File: src/rtl/j0_bus_pkg.sv
// Shared types and defaults for the j0 coprocessor memory bus.
//   arb_state_e : arbiter phase (idle, host access, guard stall, j0-only window)
//   host_req_t  : host request payload at default widths
package j0_bus_pkg;

    localparam int unsigned J0_AW = 16;
    localparam int unsigned J0_DW = 16;

    typedef enum logic [1:0] {
        ST_IDLE   = 2'd0,
        ST_ACCESS = 2'd1,
        ST_GUARD  = 2'd2,
        ST_SLOT   = 2'd3
    } arb_state_e;

    typedef struct packed {
        logic             wr;
        logic [J0_AW-1:0] addr;
        logic [J0_DW-1:0] wdata;
    } host_req_t;

endpackage

File: src/rtl/j0_mem_arbiter.sv
// Single-port RAM arbiter between the host bus and the j0 coprocessor.
// The host wins every access; j0 is paused through the access and GUARD
// cycles, then given J0_SLOTS unpaused cycles before the host may go again.
//   sys_clk_i, sys_rst_i          : clock, synchronous active-high reset
//   host_valid/ready/wr/addr/wdata: host request handshake
//   host_rvalid/host_rdata        : completion pulse and held read data
//   j0_mem_rd/wr/addr/dout/din    : j0 memory port
//   j0_pause                      : stall to j0
//   ram_addr/we/wdata/rdata       : RAM port (1-cycle read latency)
module j0_mem_arbiter
    import j0_bus_pkg::*;
#(
    parameter int unsigned AW       = J0_AW,
    parameter int unsigned DW       = J0_DW,
    parameter int unsigned GUARD    = 1,
    parameter int unsigned J0_SLOTS = 2
) (
    input  logic          sys_clk_i,
    input  logic          sys_rst_i,

    input  logic          host_valid,
    output logic          host_ready,
    input  logic          host_wr,
    input  logic [AW-1:0] host_addr,
    input  logic [DW-1:0] host_wdata,
    output logic          host_rvalid,
    output logic [DW-1:0] host_rdata,

    input  logic          j0_mem_rd,
    input  logic          j0_mem_wr,
    input  logic [AW-1:0] j0_mem_addr,
    input  logic [DW-1:0] j0_mem_dout,
    output logic [DW-1:0] j0_mem_din,
    output logic          j0_pause,

    output logic [AW-1:0] ram_addr,
    output logic          ram_we,
    output logic [DW-1:0] ram_wdata,
    input  logic [DW-1:0] ram_rdata
);

    localparam int unsigned CNT_MAX = (GUARD > J0_SLOTS) ? GUARD : J0_SLOTS;
    localparam int unsigned CW      = $clog2(CNT_MAX + 1);

    arb_state_e    state_q, state_d;
    logic [CW-1:0] cnt_q, cnt_d;
    logic          wr_q, wr_d;
    logic          rvalid_q, rvalid_d;
    logic [DW-1:0] rdata_q, rdata_d;
    logic          accept_c;

    // j0 read strobe carries no arbitration meaning; the RAM is always enabled
    logic unused_j0_mem_rd;
    assign unused_j0_mem_rd = j0_mem_rd;

    assign host_rvalid = rvalid_q;
    assign host_rdata  = rdata_q;
    assign j0_mem_din  = ram_rdata;

    // State, phase counter and host completion registers
    always_ff @(posedge sys_clk_i) begin
        if (sys_rst_i) begin
            state_q  <= ST_IDLE;
            cnt_q    <= '0;
            wr_q     <= 1'b0;
            rvalid_q <= 1'b0;
            rdata_q  <= '0;
        end else begin
            state_q  <= state_d;
            cnt_q    <= cnt_d;
            wr_q     <= wr_d;
            rvalid_q <= rvalid_d;
            rdata_q  <= rdata_d;
        end
    end

    // Next state, handshake, pause and RAM port mux
    always_comb begin
        state_d  = state_q;
        cnt_d    = cnt_q;
        wr_d     = wr_q;
        rvalid_d = 1'b0;
        rdata_d  = rdata_q;

        host_ready = (state_q == ST_IDLE) && !sys_rst_i;
        accept_c   = host_valid && host_ready;
        j0_pause   = !sys_rst_i &&
                     ((host_valid && (state_q == ST_IDLE)) ||
                      (state_q == ST_ACCESS) || (state_q == ST_GUARD));

        unique case (state_q)
            ST_IDLE: begin
                if (accept_c) begin
                    state_d = ST_ACCESS;
                    wr_d    = host_wr;
                end
            end
            ST_ACCESS: begin
                // RAM data for the accepted address is on ram_rdata now
                rvalid_d = 1'b1;
                if (!wr_q) begin
                    rdata_d = ram_rdata;
                end
                state_d = ST_GUARD;
                cnt_d   = CW'(GUARD);
            end
            ST_GUARD: begin
                if (cnt_q == CW'(1)) begin
                    state_d = ST_SLOT;
                    cnt_d   = CW'(J0_SLOTS);
                end else begin
                    cnt_d = cnt_q - CW'(1);
                end
            end
            ST_SLOT: begin
                if (cnt_q == CW'(1)) begin
                    state_d = ST_IDLE;
                    cnt_d   = '0;
                end else begin
                    cnt_d = cnt_q - CW'(1);
                end
            end
            default: begin
                state_d = ST_IDLE;
                cnt_d   = '0;
            end
        endcase

        // Host owns the port only in its accept cycle; a paused j0 write is dropped
        if (accept_c) begin
            ram_addr  = host_addr;
            ram_we    = host_wr;
            ram_wdata = host_wdata;
        end else begin
            ram_addr  = j0_mem_addr;
            ram_we    = j0_mem_wr && !j0_pause;
            ram_wdata = j0_mem_dout;
        end
    end

endmodule

File: config.mk
export PLATFORM = sky130hd
export DESIGN_NAME = j0_mem_arbiter
export DESIGN_NICKNAME = d
export VERILOG_FILES = /design/src/rtl/j0_bus_pkg.sv /design/src/rtl/j0_mem_arbiter.sv
export SDC_FILE = /design/constraint.sdc
export NUM_CORES = 1
export LEC_CHECK = 0
export CAP_MARGIN = 20
export CORE_ASPECT_RATIO = 1.2
export CORE_MARGIN = 2
export CORE_UTILIZATION = 50
export CTS_BUF_LIST = sky130_fd_sc_hd__clkbuf_16
export DETAILED_ROUTE_END_ITERATION = 16
export DONT_BUFFER_PORTS = 1
export GPL_ROUTABILITY_DRIVEN = 0
export PLACE_DENSITY_LB_ADDON = 0.15
export SLEW_MARGIN = 20
export SYNTH_ARGS = -nofsm -noshare
export SYNTH_HDL_FRONTEND = slang
export SYNTH_SLANG_ARGS = --single-unit
File: constraint.sdc
create_clock -name sys_clk_i -period 1.4 [get_ports sys_clk_i]
set_input_delay 0.07 -clock sys_clk_i [delete_from_list [all_inputs] [get_ports sys_clk_i]]
set_output_delay 0.07 -clock sys_clk_i [all_outputs]
set_load 0.05 [all_outputs]
---- After elaboration in Yosys (flattened, before gate mapping) ----
Index checks and enable logic that the tools add are counted.
word-level totals
  flip-flop bits (word level) ............. 22
  input bits .............................. 86
  output and inout port bits .............. 68
  word-level logic and storage cells ...... 39
cells by class
  add/sub/neg operators ................... 1
  equality and inequality tests ........... 7
  multiplexer cells ....................... 11
  bitwise logic cells ..................... 1
  reductions and logical operators ........ 14
operators by type and width
  operator                                           count
  2-to-1 mux 16 bit                                  2
  2-to-1 mux 2 bit                                   5
  case mux 2 bit (4 select lines)                    1
  case mux 2 bit (3 select lines)                    1
  logical AND 1 bit                                  5
  == test 2 x 1 -> 1 bit (second input constant)     2
  == test 2 bit (second input constant)              2
  != test 2 bit (second input constant)              2
  AND reduction 2 bit                                2
  AND reduction 3 bit                                1
  nonzero test 3 bit                                 1
  logical NOT 1 bit                                  2
  logical NOT 2 bit                                  1
  logical OR 1 bit                                   2
  2-to-1 mux 1 bit                                   2
  != test 2 x 1 -> 1 bit (second input constant)     1
  subtractor 2 x 1 -> 2 bit (second input constant)  1
  NOT 1 bit                                          1

---- Depth between registers and ports, before layout ----
  depth after elaboration ................. 8
  gate-level depth with buffers ........... 7

---- Worst setup path after synthesis ----
OpenSTA, ideal clock, no wires.
  path kind ............................... register to output
  from .................................... register state_q[1]
  to ...................................... output port ram_we
  arrival ................................. 2.229 ns
  required time ........................... 1.330 ns
  slack ................................... -0.899 ns
  stages on the path, launching flop included .. 7
  path through ............................ dfxtp_1 -> inv_1 -> ha_1 -> buf_6 -> nand2_1 -> a21oi_1 -> o32ai_1
between the ends
  cells in the longest elaborated chain, start to end .. 8
RTL lines
  what                      RTL line               RTL
  start: declaration        j0_mem_arbiter.sv:45   arb_state_e state_q, state_d;
  start signal: assignment  j0_mem_arbiter.sv:69   state_q <= state_d;
  logical NOT 2 bit         j0_mem_arbiter.sv:88   ((host_valid && (state_q == ST_IDLE)) ||
  logical AND 1 bit         j0_mem_arbiter.sv:88
  logical OR 1 bit          j0_mem_arbiter.sv:88
  logical OR 1 bit *        j0_mem_arbiter.sv:89   (state_q == ST_ACCESS) || (state_q == ST_GUARD));
  logical AND 1 bit *       j0_mem_arbiter.sv:87   j0_pause = !sys_rst_i &&
  net j0_pause              j0_mem_arbiter.sv:34   output logic j0_pause,
  logical NOT 1 bit *       j0_mem_arbiter.sv:136  ram_we = j0_mem_wr && !j0_pause;
  logical AND 1 bit *       j0_mem_arbiter.sv:136
  2-to-1 mux 1 bit *        j0_mem_arbiter.sv:130  if (accept_c) begin
  end: declaration          j0_mem_arbiter.sv:37   output logic ram_we,
The timed path passes the listed nets; every way through them passes the cells marked *.

---- Final worst setup path ----
  from .................................... register state_q[0]
  to ...................................... output port ram_wdata[4]
between the ends
  cells in the longest elaborated chain, start to end .. 4
RTL lines
  what               RTL line               RTL
  logical NOT 2 bit  j0_mem_arbiter.sv:85   host_ready = (state_q == ST_IDLE) && !sys_rst_i;
  logical AND 1 bit  j0_mem_arbiter.sv:85
  logical AND 1 bit  j0_mem_arbiter.sv:86   accept_c = host_valid && host_ready;
  2-to-1 mux 16 bit  j0_mem_arbiter.sv:130
  end: declaration   j0_mem_arbiter.sv:38   output logic [DW-1:0] ram_wdata,
No other way between the ends.

==> results by group <==
GRT
  – Final global-route overflow total: 0
  – First-pass GRT wire length: 6930 um
  – Initial antenna violation count: 0
  – Total Routing Usage GR: 24.5%
  – Via count of the first global-routing pass: 1331
  – Pin count of the biggest net entering global routing: 22

Floorplanning
  – Core outline area: 3080 um2
  – Effective utilization at floorplan: 52.7%
  – Row count: 22
  – Boundary pin count: 154
  – Die width: 56.0 um
  – Overall die height: 66.5 um
  – Die area: 3720 um2

CTS
  – Number of buffers created by CTS: 3
  – Clock transition time at the flip-flop clock pins of the worst setup and hold paths: 0.06 ns
  – Buffer depth of the longest clock path: 2
  – Sinks on the clock net: 22
  – Buffer cell driving the clock tree root: clkbuf_16
  – Clock tree from TritonCTS: done
  – CTS H-tree lvls: 1
  – Skew-Pair Late Insertion Delay: 0.25 ns

Detailed routing
  – Post-Route WL: 5230 um
  – WL per Instance: 22.0 um
  – Number of optimization iterations in the first detailed-route pass: 4
  – Iteration-0 DRC count of the detailed router: 54
  – # DRC: 0
  – Detailed-route via count: 1368
  – Via density per instance: 5.75
  – Remaining antenna violation count: 0

Yosys
  – Async set or reset register ratio after synthesis: 0%
  – Yosys top cell area share: 27.7%
  – Synthesis-stage register bit count: 22
  – Post-synth top area cell: mux2_4
  – Net count after synthesis: 261
  – EDFF count, synth: 0
  – Dominant combinational cell family by area after synthesis: multiplexers
  – Avg Cell Area, Syn: 9.67 um2
  – Share of the yosys chip area belonging to registers: 27.1%
  – Commonest cells post-synth: nand2_1 (34), mux2_4 (30), dfxtp_1 (22), a21oi_1 (18), buf_4 (17)
  – Dominant cell by count in the synthesized netlist: nand2_1
  – Netlist area before placement: 1630 um2
  – Yosys synthesis warning count: 0
  – Fraction of synthesized cell area in xor and xnor cells: 0%
  – Post-Synth Adder-Cell Area: 5.39%
  – Portion of netlist area occupied by mux cells: 30.3%
  – Compound-Gate Fraction of Synth Area: 8.55%
  – Top flip-flop cell by instance count after synthesis: dfxtp_1
  – Top area cells in the synthesized netlist: mux2_4 (28%), dfxtp_1 (27%), buf_4 (7.9%)
  – Number of different library cells in the post-synthesis netlist: 26
  – Post-Synthesis Cells: 168
  – Basic-gate share of the synthesized area counting and, or, nand and nor cells: 13.2%

Setup path
  – Cell family contributing the most delay on the critical path: multiplexers
  – Arrival time at the worst endpoint: 1.61 ns
  – Number of cells on the worst reg-to-reg path: 9
  – Worst setup path class: flip-flop to primary output
  – Launching element type of the critical path: flip-flop
  – Maximum fanout along the worst path: 12
  – Worst setup slack for register-to-register paths: -0.07 ns
  – Worst path slowest cell: mux2_4
  – Startpoint of the lowest-slack register-to-register path: state_q[1]
  – Peak per-stage delay on the critical path: 0.39 ns
  – Required time reported for the critical path endpoint: 1.33 ns
  – Endpoint of the most critical register-to-register path: host_rdata[15]
  – Kind of end point of the critical path: primary output
  – Buffers and inverters on the worst path: 2
  – Cell breakdown of the critical path: inv_2 -> ha_4 -> nor2b_4 -> nand2_4 -> buf_16 -> mux2_4

Timing
  – Fmax: 596 MHz
  – RSZ-0062 raised after global routing: yes
  – Min Hold Slack: 0.0138 ns
  – Worst slew pin tran: 0.902 ns
  – Final clock period utilization by the worst path: 120%
  – Post-layout minimum cycle time: 1.68 ns
  – Worst Clk Skew: 0.00447 ns
  – Final number of max-transition violations: 0
  – Setup violations, final: 50
  – Number of hold violations in the final report: 0
  – Worst-case headroom to the max-slew limit: 39.7%
  – Worst setup slack after layout: -0.278 ns

Min path
  – Min-Delay Startpoint: sys_rst_i
  – Cell depth of the worst hold path: 2
  – End point of the worst hold path: state_q[0]
  – Type of the worst min-delay path: input port to flip-flop

Power
  – Cell-internal power: 2.54 mW
  – Maximum vdd drop: 0.00130 V
  – Sw frac: 46.1%
  – Power after layout: 4.71 mW
  – Share of power burned in the clock network: 16.8%
  – Share of power burned in combinational logic: 64.0%
  – Standby leakage power: 1.03 nW
  – Switching pwr: 2.17 mW
  – Cell area power density: 2100 nW/um2
  – Sequential share of power: 19.3%

Final layout
  – Footprint of the multi-input gates: 1080 um2
  – Sequential cell area: 443 um2
  – Fraction of layout instances using a drive strength above 1: 51.7%
  – Count of placed standard cells in the final layout, fillers left out: 238
  – Synthesis-to-layout area growth: 38.1%
  – Net total in the final layout: 295
  – Total of fill cells in the finished design: 203

Flow run
  – Number of max-cap violations: 0

Placement
  – Total instance count after detailed placement: 206
  – Post-detailed-placement half-perimeter wirelength: 3650 um
  – Number of buffers added on ports: 0

Status
  – Violated checks: negative setup slack
  – Result of the run: complete, but fails checks
## timing repair
item                                   in CTS  in global routing
resized for setup                          17                 26
setup endpoints to repair                  36                 50
pin swaps                                   4                  3
cloned                                      1                  1
setup buffers                               2                  4
hold buffers                               19                  0
endpoints found under the hold margin      21                  0
## stage by stage
stage                     utilization [%]  setup TNS [ns]  setup WS [ns]  cell area, um2
after floorplan                         -          -11.71         -0.364            1650
after global placement               55.2           -1.92        -0.0801            1700
after detailed placement             55.2           -2.91         -0.120            1700
after CTS                            68.6           -9.11         -0.279            2110
after global routing                 72.7          -12.38         -0.327            2240
final                                72.8          -10.04         -0.278            2240
## power by group through the flow
stage	Combinational (mW)	Clock [mW]	Sequential, mW
finish	3.01	0.789	0.907
global route	3.15	0.834	0.922
CTS	2.73	0.798	0.900
detailed placement	2.45	0	0.910
global placement	2.40	0	0.901
floorplan	1.83	0	1.23
## flip-flops by register name, summed over array words and instances (netlist names)
name / flops
cnt_q: 2
wr_q: 1
host_rvalid: 1
host_rdata: 16
state_q: 2
## worst register-to-register path, delay by kind of cell (launching register included)
| kind | cells | cell delay, ns |
|---|---|---|
| AOI/OAI and AO/OA | 1 | 0.06 |
| and+or+nand+nor | 2 | 0.19 |
| DFF | 1 | 0.34 |
| adders and majority gates | 1 | 0.17 |
| buffers and inverters | 5 | 0.55 |
## layout by cell type (no fill, tap or decap), types with 2 or more instances in the layout
| cell | Yosys | final |
|---|---|---|
| a211oi_1 | 2 | 2 |
| a21oi_1 | 18 | 10 |
| a21oi_2 | 0 | 7 |
| buf_4 | 17 | 25 |
| buf_6 | 1 | 10 |
| clkbuf_16 | 0 | 3 |
| dfxtp_1 | 22 | 20 |
| dfxtp_2 | 0 | 2 |
| dlygate4sd3_1 | 0 | 19 |
| ha_1 | 7 | 4 |
| ha_4 | 0 | 3 |
| inv_1 | 7 | 5 |
| inv_2 | 0 | 2 |
| mux2_4 | 30 | 32 |
| mux2i_1 | 2 | 2 |
| nand2_1 | 34 | 25 |
| nand2_2 | 0 | 7 |
| nand2_4 | 1 | 3 |
| nand2b_1 | 5 | 4 |
| nor2b_4 | 1 | 2 |
## cell type report
type / instances / share of cell area, %
multi-input combinational: 112 / 48.3
timing repair buffer: 56 / 24.0
sequential: 22 / 19.7
clock buffer: 3 / 3.34
tap: 36 / 2.01
clock inverter: 1 / 1.34
inverter: 7 / 1.17
antenna: 1 / 0.111
## routing by layer
layer,share of wire [%],routed length (um),global-route usage (%),vias up
met5,0,0,0,-
met4,0.80,42,4.17,0
met3,10,523,6.21,6
met2,53,2760,44.1,90
met1,36,1910,29.8,660
li1,-,-,-,612
## worst max-delay path by stage
stage               startpoint      endpoint  slack (ns)  cells after the start
floorplan           state_q[0]   ram_addr[0]       -0.36                      7
global route        state_q[0]  ram_wdata[6]       -0.33                      6
finish              state_q[0]  ram_wdata[4]       -0.28                      6
CTS                 state_q[0]  ram_wdata[6]       -0.28                      6
global placement    state_q[0]  ram_wdata[8]       -0.08                      6
detailed placement  state_q[0]   ram_addr[7]       -0.12                      6
## logic make-up after synthesis
family / Yosys count
buffers and inverters: 34
DFF: 22
muxes: 34
adders and majority gates: 7
AOI/OAI and AO/OA: 24
and+or+nand+nor: 47
No activity file was read; power rests on OpenSTA's default activity.
